==> config.mk <==
export PLATFORM = sky130hd
export DESIGN_NAME = inst_fetch_queue_flat
export DESIGN_NICKNAME = d
export VERILOG_FILES = /design/src/rtl/inst_fetch_queue_if.sv /design/src/rtl/inst_fetch_queue.sv /design/src/flat_wrapper.sv
export SDC_FILE = /design/constraint.sdc
export NUM_CORES = 2
export LEC_CHECK = 0
export ABC_AREA = 1
export BUFFER_PORTS_ARGS = -buffer_cell sky130_fd_sc_hd__buf_2
export CAP_MARGIN = 20
export CORE_UTILIZATION = 48
export CTS_CLUSTER_DIAMETER = 60
export DETAILED_ROUTE_END_ITERATION = 10
export MAX_ROUTING_LAYER = met4
export PLACE_DENSITY = 0.63
export SLEW_MARGIN = 20
export SYNTH_ARGS = -nofsm -noshare
export SYNTH_HDL_FRONTEND = slang
export SYNTH_SLANG_ARGS = --single-unit
==> constraint.sdc <==
create_clock -name clk_in -period 3.2 [get_ports clk_in]
set_input_delay 0.16 -clock clk_in [delete_from_list [all_inputs] [get_ports clk_in]]
set_output_delay 0.16 -clock clk_in [all_outputs]
set_load 0.05 [all_outputs]
==> src/rtl/inst_fetch_queue_if.sv <==
// ============================================================================
// inst_fetch_queue_if : instruction-cache request and decoder handshake bundle
// Rev 1.0
// ============================================================================
`default_nettype none

interface inst_fetch_queue_if;
  logic        icache_req;
  logic [31:0] icache_addr;
  logic        icache_valid;
  logic [31:0] icache_inst;
  logic        dec_valid;
  logic        dec_ready;
  logic [31:0] dec_inst;
  logic [31:0] dec_pc;

  modport master (
    output icache_req, icache_addr, dec_valid, dec_inst, dec_pc,
    input  icache_valid, icache_inst, dec_ready
  );

  modport slave (
    input  icache_req, icache_addr, dec_valid, dec_inst, dec_pc,
    output icache_valid, icache_inst, dec_ready
  );
endinterface

`default_nettype wire

==> src/rtl/inst_fetch_queue.sv <==
// ============================================================================
// inst_fetch_queue : PC sequencer, single-outstanding icache fetch, circular
//                    instruction FIFO feeding the decoder, ROB flush redirect
// Rev 1.0
// ============================================================================
`default_nettype none

module inst_fetch_queue #(
  parameter int          QUEUE_WIDTH = 4,
  parameter logic [31:0] RESET_PC    = 32'h0
) (
  input  logic                      clk_in,
  input  logic                      rst_in,
  input  logic                      rdy_in,
  input  logic                      clear,
  input  logic [31:0]               clear_pc,
  inst_fetch_queue_if.master        bus
);

  localparam int                   DEPTH   = 2 ** QUEUE_WIDTH;
  localparam logic [QUEUE_WIDTH:0] DEPTH_C = (QUEUE_WIDTH + 1)'(DEPTH);
  localparam logic [QUEUE_WIDTH:0] CNT_ONE = (QUEUE_WIDTH + 1)'(1);
  localparam logic [QUEUE_WIDTH-1:0] PTR_ONE = QUEUE_WIDTH'(1);

  typedef enum logic [1:0] {
    S_IDLE = 2'd0,
    S_WAIT = 2'd1,
    S_DROP = 2'd2
  } state_t;

  state_t                 state_q, state_d;
  logic [31:0]            pc_q, pc_d;
  logic [QUEUE_WIDTH-1:0] head_q, head_d;
  logic [QUEUE_WIDTH-1:0] tail_q, tail_d;
  logic [QUEUE_WIDTH:0]   count_q, count_d;
  logic                   req_q, req_d;
  logic [31:0]            addr_q, addr_d;
  logic [31:0]            mem_pc_q   [DEPTH];
  logic [31:0]            mem_pc_d   [DEPTH];
  logic [31:0]            mem_inst_q [DEPTH];
  logic [31:0]            mem_inst_d [DEPTH];
  logic                   push;
  logic                   pop;

  always_comb begin
    state_d    = state_q;
    pc_d       = pc_q;
    head_d     = head_q;
    tail_d     = tail_q;
    count_d    = count_q;
    req_d      = req_q;
    addr_d     = addr_q;
    mem_pc_d   = mem_pc_q;
    mem_inst_d = mem_inst_q;
    push       = 1'b0;
    pop        = 1'b0;

    if (rdy_in) begin
      if (clear) begin
        // Flush wins over everything; an in-flight request is left to drain in DROP.
        head_d  = '0;
        tail_d  = '0;
        count_d = '0;
        pc_d    = clear_pc;
        case (state_q)
          S_WAIT, S_DROP: begin
            if (bus.icache_valid) begin
              req_d   = 1'b0;
              state_d = S_IDLE;
            end else begin
              state_d = S_DROP;
            end
          end
          default: ;
        endcase
      end else begin
        pop = (count_q != '0) && bus.dec_ready;
        case (state_q)
          S_IDLE: begin
            // Issuing only below DEPTH reserves the slot the response will land in.
            if (count_q != DEPTH_C) begin
              req_d   = 1'b1;
              addr_d  = pc_q;
              state_d = S_WAIT;
            end
          end
          S_WAIT: begin
            if (bus.icache_valid) begin
              push    = 1'b1;
              pc_d    = pc_q + 32'd4;
              req_d   = 1'b0;
              state_d = S_IDLE;
            end
          end
          S_DROP: begin
            if (bus.icache_valid) begin
              req_d   = 1'b0;
              state_d = S_IDLE;
            end
          end
          default: state_d = S_IDLE;
        endcase

        if (push) begin
          mem_pc_d[tail_q]   = pc_q;
          mem_inst_d[tail_q] = bus.icache_inst;
          tail_d             = tail_q + PTR_ONE;
        end
        if (pop) begin
          head_d = head_q + PTR_ONE;
        end
        case ({push, pop})
          2'b10:   count_d = count_q + CNT_ONE;
          2'b01:   count_d = count_q - CNT_ONE;
          default: count_d = count_q;
        endcase
      end
    end
  end

  always_ff @(posedge clk_in or negedge rst_in) begin
    if (!rst_in) begin
      state_q <= S_IDLE;
      pc_q    <= RESET_PC;
      head_q  <= '0;
      tail_q  <= '0;
      count_q <= '0;
      req_q   <= 1'b0;
      addr_q  <= '0;
      for (int i = 0; i < DEPTH; i++) begin
        mem_pc_q[i]   <= '0;
        mem_inst_q[i] <= '0;
      end
    end else begin
      state_q    <= state_d;
      pc_q       <= pc_d;
      head_q     <= head_d;
      tail_q     <= tail_d;
      count_q    <= count_d;
      req_q      <= req_d;
      addr_q     <= addr_d;
      mem_pc_q   <= mem_pc_d;
      mem_inst_q <= mem_inst_d;
    end
  end

  assign bus.icache_req  = req_q;
  assign bus.icache_addr = addr_q;
  assign bus.dec_valid   = (count_q != '0);
  assign bus.dec_inst    = mem_inst_q[head_q];
  assign bus.dec_pc      = mem_pc_q[head_q];

endmodule

`default_nettype wire

==> src/flat_wrapper.sv <==
// flat-port wrapper written by rule: the top's interface ports become plain ports
module inst_fetch_queue_flat 
#(
  parameter int          QUEUE_WIDTH = 4,
  parameter logic [31:0] RESET_PC    = 32'h0
)
  (clk_in, rst_in, rdy_in, clear, clear_pc, bus_icache_req, bus_icache_addr, bus_dec_valid, bus_dec_inst, bus_dec_pc, bus_icache_valid, bus_icache_inst, bus_dec_ready);
  inst_fetch_queue_if bus_i ();
  input  logic clk_in;
  input  logic rst_in;
  input  logic rdy_in;
  input  logic clear;
  input  logic [31:0] clear_pc;
  output wire logic [$bits(bus_i.icache_req)-1:0] bus_icache_req;
  output wire logic [$bits(bus_i.icache_addr)-1:0] bus_icache_addr;
  output wire logic [$bits(bus_i.dec_valid)-1:0] bus_dec_valid;
  output wire logic [$bits(bus_i.dec_inst)-1:0] bus_dec_inst;
  output wire logic [$bits(bus_i.dec_pc)-1:0] bus_dec_pc;
  input wire logic [$bits(bus_i.icache_valid)-1:0] bus_icache_valid;
  input wire logic [$bits(bus_i.icache_inst)-1:0] bus_icache_inst;
  input wire logic [$bits(bus_i.dec_ready)-1:0] bus_dec_ready;
  assign bus_icache_req = bus_i.icache_req;
  assign bus_icache_addr = bus_i.icache_addr;
  assign bus_dec_valid = bus_i.dec_valid;
  assign bus_dec_inst = bus_i.dec_inst;
  assign bus_dec_pc = bus_i.dec_pc;
  assign bus_i.icache_valid = bus_icache_valid;
  assign bus_i.icache_inst = bus_icache_inst;
  assign bus_i.dec_ready = bus_dec_ready;
  inst_fetch_queue #(.QUEUE_WIDTH(QUEUE_WIDTH), .RESET_PC(RESET_PC)) u_core (.clk_in(clk_in), .rst_in(rst_in), .rdy_in(rdy_in), .clear(clear), .clear_pc(clear_pc), .bus(bus_i));
endmodule
# == Word level (Yosys, flattened, before mapping) ==
# Cells that the tools add are included.
# word_totals
reg_bits,1104
out_inout_bits,98
in_bits,70
wordCells,111
# classes
eq_ne,8
n_reduce_logical,19
n_lt_le_gt_ge,3
bitwise,3
add_sub_neg,5
n_mux,34
# op_table
operator,n
$bwmux 512,2
$bmux 32 s4,2
$mux 32,8
$demux 32 s4,1
$add 32x3->32 const B,1
$mux 4,4
$reduce_and 4->1,3
$ge 5x5->1 const B,2
$mux 2,5
$not 4->5,2
$pmux 5 s2,1
$reduce_bool 2->1,5
$add 4x1->4 const B,2
$mux 1,8
$reduce_and 2->1,3
$reduce_and 3->1,2
$add 5x1->5 const B,1
$lt 5x1->1 const B,1
$mux 5,1
$ne 5x5->1 const B,1
$reduce_bool 5->1,1
$sub 5x1->5 const B,1
$eq 2x1->1 const B,2
$eq 2x2->1 const B,2
10 further kinds,11

# == Longest topological paths before layout ==
# logic_depth
depth_word,7
depth_mapped,15
mapped_depth_nobuf,15

# == Worst setup path before layout ==
# Ideal clock, no wire load.
# synth_path
path_kind,reg2reg
from,register u_core.count_q[2]
to,register u_core.count_q[4]
path_buffers,0
synth_period_minus_slack_ns,2.085
arrival_time_ns,1.967
path_stages_with_launch,10
setup_slack_ns,1.115
cell_sequence,dfrtp_1 > nor2_1 > nand3_2 > nand3_1 > inv_1 > ha_1 > a31oi_1 > nand3_1 > nand3_1 > nand2_1
# synth_between
elab_chain_cells,5
# synth_lines
element,line,source
from (decl),inst_fetch_queue.sv:35,"logic [QUEUE_WIDTH:0] count_q, count_d;"
from (signal assigned),inst_fetch_queue.sv:139,count_q <= count_d;
$reduce_bool 5->1 (*),-,
net bus_dec_valid,flat_wrapper.sv:16,output wire logic [$bits(bus_i.dec_valid)-1:0] bus_dec_valid;
$logic_and 1x1->1 (*),inst_fetch_queue.sv:77,pop = (count_q != '0) && bus.dec_ready;
$eq 2x1->1 or $eq 2x2->1 (tied branches),inst_fetch_queue.sv:112,"case ({push, pop})"
$pmux 5 s2 or $reduce_bool 3->1 (tied branches),-,
$mux 5 or $reduce_and 2->1 (tied branches),-,
# Mark *: on every way through the listed nets, which the timed path passes. The rest lies on a longest branch.
# A chain may end at the register's enable or synchronous reset.

# == Worst setup path after layout ==
# layout_path
from,register u_core.head_q[0]
to,output port bus_dec_pc[27]
# layout_between
elab_chain_cells,4
# layout_lines
element,line,source
from (decl),inst_fetch_queue.sv:33,"logic [QUEUE_WIDTH-1:0] head_q, head_d;"
from (signal assigned),inst_fetch_queue.sv:125,head_q <= '0;
from (signal assigned),inst_fetch_queue.sv:137,head_q <= head_d;
$not 4->5 (implied by the code),inst_fetch_queue.sv:151,assign bus.dec_pc = mem_pc_q[head_q];
$bmux 32 s4,inst_fetch_queue.sv:151,
$mux 32 (implied by the code) (2 in series),inst_fetch_queue.sv:151,
to (decl),flat_wrapper.sv:18,output wire logic [$bits(bus_i.dec_pc)-1:0] bus_dec_pc;
# No other way between the ends. The select of a mux whose other input is x is not followed.

==> impl_results.md <==
* CORE AREA at between 100000 and 150000 um2
* Primary FF master, synth: sky130_fd_sc_hd__dfrtp_1
* Synthesis Warnings at 0
* Deepest clock path buffer count at 3
* Clock root buffer master: sky130_fd_sc_hd__clkbuf_16
* Design area at about 57000 um2
* Proportion of synthesized flip-flops having asynchronous set or reset at between 90% and 100%
* Diode count at 0
* Worst Tran Pin Value at ~1 ns
* Reported leakage power at ~26 nW
* Post-DRT Antenna Nets at 0
* Depth of the most critical reg-to-reg path at 7
* Global placer's final weighted congestion at between 0.9 and 1
* Critical path peak fanout at 60
* RSZ-0062 raised after global routing: no
* Class of the worst hold path: input pin to flip-flop
* Synthesis-to-finish area growth at 12.8%
* Commonest non-fill, non-tap cell in the layout: sky130_fd_sc_hd__nand2_1
* Category of the worst setup path capture point: output pin
* Worst-case clock skew at ~0.025 ns
* Status: complete, no violations
* IO Count at around 170
* Dominant combinational cell family by area after synthesis: compound AO/OA/AOI/OAI gates
* Kind of critical path: flip-flop to output pin
* Highest ir drop seen on vdd at 0.593 mV
* Final number of setup-violating endpoints at 0
* Clock tree from TritonCTS: done
* Mapped Nets at ~5600
* Clock H-tree levels at 3
* DP Wirelength at around 75000 um
* Cell variety after synth at 45
* Average wire length per cell after detail routing at roughly 20 um
* Simple-gate share of the synthesized area at between 10% and 20%
* Clock transition at path regs at around 0.060 ns
* EDFF count, synth at 0
* Worst hold path stage count at 3
* Register area share after synthesis at around 55%
* Top cell type's share of synthesized area at 55.1%
* Die X-Extent at approximately 330 um
* Post-synthesis share of cell area spent on xor and xnor gates at less than 1%
* Instance count of the mapped netlist at 5486
* Area enclosed by the die boundary at around 110000 um2
* Number of nets at the end of the flow at 5533
* Flops & latches, synth at 1104
* CP Data Arrival Time at ~2.9 ns
* Max_cap viols at 0
* Detailed-route DRC error count at 0
* Arithmetic-cell share of the synthesized area counting full adders, half adders and majority gates at less than 1%
* Initial detailed-routing violation count at ~4000
* Netlist area before placement at 50100 um2
* Starting density of the core at about half
* Clock sinks at 1104
* Final Max Slew Viols at 0
* Height of the die at about 330 um
* Number of iterations in the first detailed-routing pass at 5
* Hold Path End: u_core.mem_inst_q[99]
* Startpoint kind of the worst setup timing path: flip-flop
* Total CTS buffers at approximately 120
* Final clock period utilization by the worst path at around 96%
* Fraction of synthesized area in multiplexers at between 3 and 4%
* Total negative slack for setup checks at 0 ns
* Pin count of the biggest net entering global routing at roughly 130
* Relative slew slack at 32.7%
* Number of global-route vias before repair at 38500
* Data required time at the worst endpoint at roughly 3.0 ns
* Launching point of the worst reg2reg path: u_core.head_q[0]
* Synthesized-area fraction occupied by ao, oa, aoi and oai cells at 20.0%
* Wire length of the first global-routing pass at ~220000 um
* Mean cell area of the mapped netlist at around 9.1 um2
* Crit Reg-Reg Endpoint: u_core.head_q[1]
* Storage cell area at roughly 28000 um2
* Via count at 39900
* Biggest area consumer among synthesized cells: sky130_fd_sc_hd__dfrtp_1
* Leading post-synthesis cells by cell area: sky130_fd_sc_hd__dfrtp_1 55%, sky130_fd_sc_hd__o21ai_0 9.6%, sky130_fd_sc_hd__nand2_1 9.4%, sky130_fd_sc_hd__mux2i_1 3.9%, sky130_fd_sc_hd__o221ai_1 3.4%
* Overall overflow remaining after global route at 0
* Fraction of layout instances using a drive strength above 1 at 10.4%
* Min Clock Period, post-route at just over 3 ns
* FMAX at between 0.3 and 0.4 GHz
* IO Port Bufs at between 150 and 200
* Worst skew pair latency at approximately 0.71 ns
* Worst-case register-to-register setup slack at about 0.48 ns
* Antenna violations before repair at 1
* Post-detailed-placement cell area at between 50000 and 60000 um2
* Number of inserted filler cells in the final layout at ~9400
* Number of placement rows at roughly 120
* Routed wire length at 141000 um
* Power density over the cells at 763 nW/um2
* Global Route Usage Sum at approximately 28%
* Launch point of the worst hold path: bus_icache_inst[3]
* Average vias per placed instance at between 5 and 6
* Final-report hold violation count at 0
* Combined area of the multi-input logic cells at slightly below 20000 um2
* Commonest cells after routing, fill and taps aside: 1249 x sky130_fd_sc_hd__nand2_1, 1100 x sky130_fd_sc_hd__dfrtp_1, 963 x sky130_fd_sc_hd__o21ai_0
-- Yosys cell counts (4+ instances only) --
master / count
sky130_fd_sc_hd__nand4_1: 20
sky130_fd_sc_hd__o32ai_1: 61
sky130_fd_sc_hd__a21oi_1: 10
sky130_fd_sc_hd__xor2_1: 9
sky130_fd_sc_hd__o21ai_1: 323
sky130_fd_sc_hd__buf_2: 126
sky130_fd_sc_hd__buf_6: 70
sky130_fd_sc_hd__o221ai_1: 196
sky130_fd_sc_hd__clkbuf_1: 278
sky130_fd_sc_hd__o21ai_2: 72
sky130_fd_sc_hd__nor3_1: 11
sky130_fd_sc_hd__buf_1: 23
sky130_fd_sc_hd__o22ai_1: 14
sky130_fd_sc_hd__nand3_1: 107
sky130_fd_sc_hd__inv_2: 4
sky130_fd_sc_hd__mux2i_1: 195
sky130_fd_sc_hd__o211ai_1: 66
sky130_fd_sc_hd__nand2_1: 1249
sky130_fd_sc_hd__o21ai_0: 963
sky130_fd_sc_hd__ha_1: 11
sky130_fd_sc_hd__nor2_1: 429
sky130_fd_sc_hd__inv_1: 104
sky130_fd_sc_hd__dfrtp_1: 1104
sky130_fd_sc_hd__buf_4: 7
-- worst max path at each step --
| stage | from | end | slack [ns] | depth (start not counted) |
|---|---|---|---|---|
| 2_1_floorplan | u_core.count_q[2] | u_core.count_q[4] | 1.12 | 9 |
| 3_3_place_gp | u_core.head_q[0] | bus_dec_inst[5] | 0.75 | 8 |
| 3_5_place_dp | u_core.head_q[0] | bus_dec_pc[27] | 0.72 | 7 |
| 4_1_cts | u_core.head_q[0] | bus_dec_inst[5] | 0.05 | 8 |
| 5_1_grt | u_core.head_q[0] | bus_dec_inst[19] | 0.004 | 7 |
| 6_report | u_core.head_q[0] | bus_dec_pc[27] | 0.13 | 7 |
-- layer usage --
| metal | up-vias | routed length (um) | global-route usage, % | part of all wire [%] |
|---|---|---|---|---|
| met3 | 207 | 7490 | 3.04 | 5.3 |
| met4 | 0 | 3140 | 6.60 | 2.2 |
| met1 | 19700 | 66000 | 39.2 | 47 |
| met5 | - | 0 | - | 0 |
| met2 | 1233 | 64700 | 42.3 | 46 |
| li1 | 18700 | - | - | - |
-- power by group --
| part | switching, mW | internal [mW] | total, mW |
|---|---|---|---|
| Combinational | 9.36 | 3.60 | 13.0 |
| Sequential | 0.747 | 15.0 | 15.8 |
| Clock | 5.81 | 8.58 | 14.4 |
-- repair_timing --
action                                  4_1_cts  5_1_grt
hold buffers                                 75        0
setup buffers                                 2        4
endpoints found under the hold margin       518        0
endpoints found under the setup margin       19       21
resized for setup                             0        4
-- metrics by stage --
step | power, mW | worst slack [ns] | hold slack (ns) | instances | utilization, %
after global routing | 45.1 | 0.00374 | 0.0408 | 6935 | 54.6
final | 43.1 | 0.130 | 0.0300 | 6935 | 54.6
after CTS | 43.4 | 0.0492 | 0.00365 | 6931 | 54.6
after floorplan | 25.0 | 1.12 | -0.136 | 5486 | -
after detailed placement | 28.8 | 0.724 | 0.257 | 6631 | 49.8
after global placement | 28.7 | 0.745 | 0.258 | 6631 | 49.8
-- critical path, stage by stage (launching register included) --
cell and delay (ns):
sky130_fd_sc_hd__dfrtp_4 0.60, sky130_fd_sc_hd__buf_12 0.32, sky130_fd_sc_hd__buf_4 0.29, sky130_fd_sc_hd__mux2i_1 0.29, sky130_fd_sc_hd__o221ai_1 0.14, sky130_fd_sc_hd__nand3_1 0.14
sky130_fd_sc_hd__nand2_1 0.10, sky130_fd_sc_hd__buf_2 0.23
-- state kept, by name, indices dropped and copies added, names as in the netlist --
| register | flops |
|---|---|
| u_core.mem_pc_q | 512 |
| u_core.head_q | 4 |
| u_core.state_q | 2 |
| u_core.mem_inst_q | 512 |
| u_core.pc_q | 32 |
| u_core.bus.icache_addr | 32 |
| u_core.count_q | 5 |
| u_core.bus.icache_req | 1 |
| u_core.tail_q | 4 |
-- layout make-up --
cell class | count | share of cell area, %
Sequential cell | 1104 | 48.9
Multi-Input combinational cell | 3764 | 34.4
Clock buffer | 171 | 6.13
Timing Repair Buffer | 354 | 5.59
Tap cell | 1380 | 3.05
Clock inverter | 52 | 1.19
Inverter | 110 | 0.761
-- cell families after synthesis --
family,count (synthesis)
flip-flops,1104
adder cells (fa/ha/maj),11
multiplexers,195
AO/OA/AOI/OAI,1712
AND/OR/NAND/NOR,1837
XOR/XNOR,9
buffers and inverters,618
Note: power is estimated with default switching activity, not from simulation.
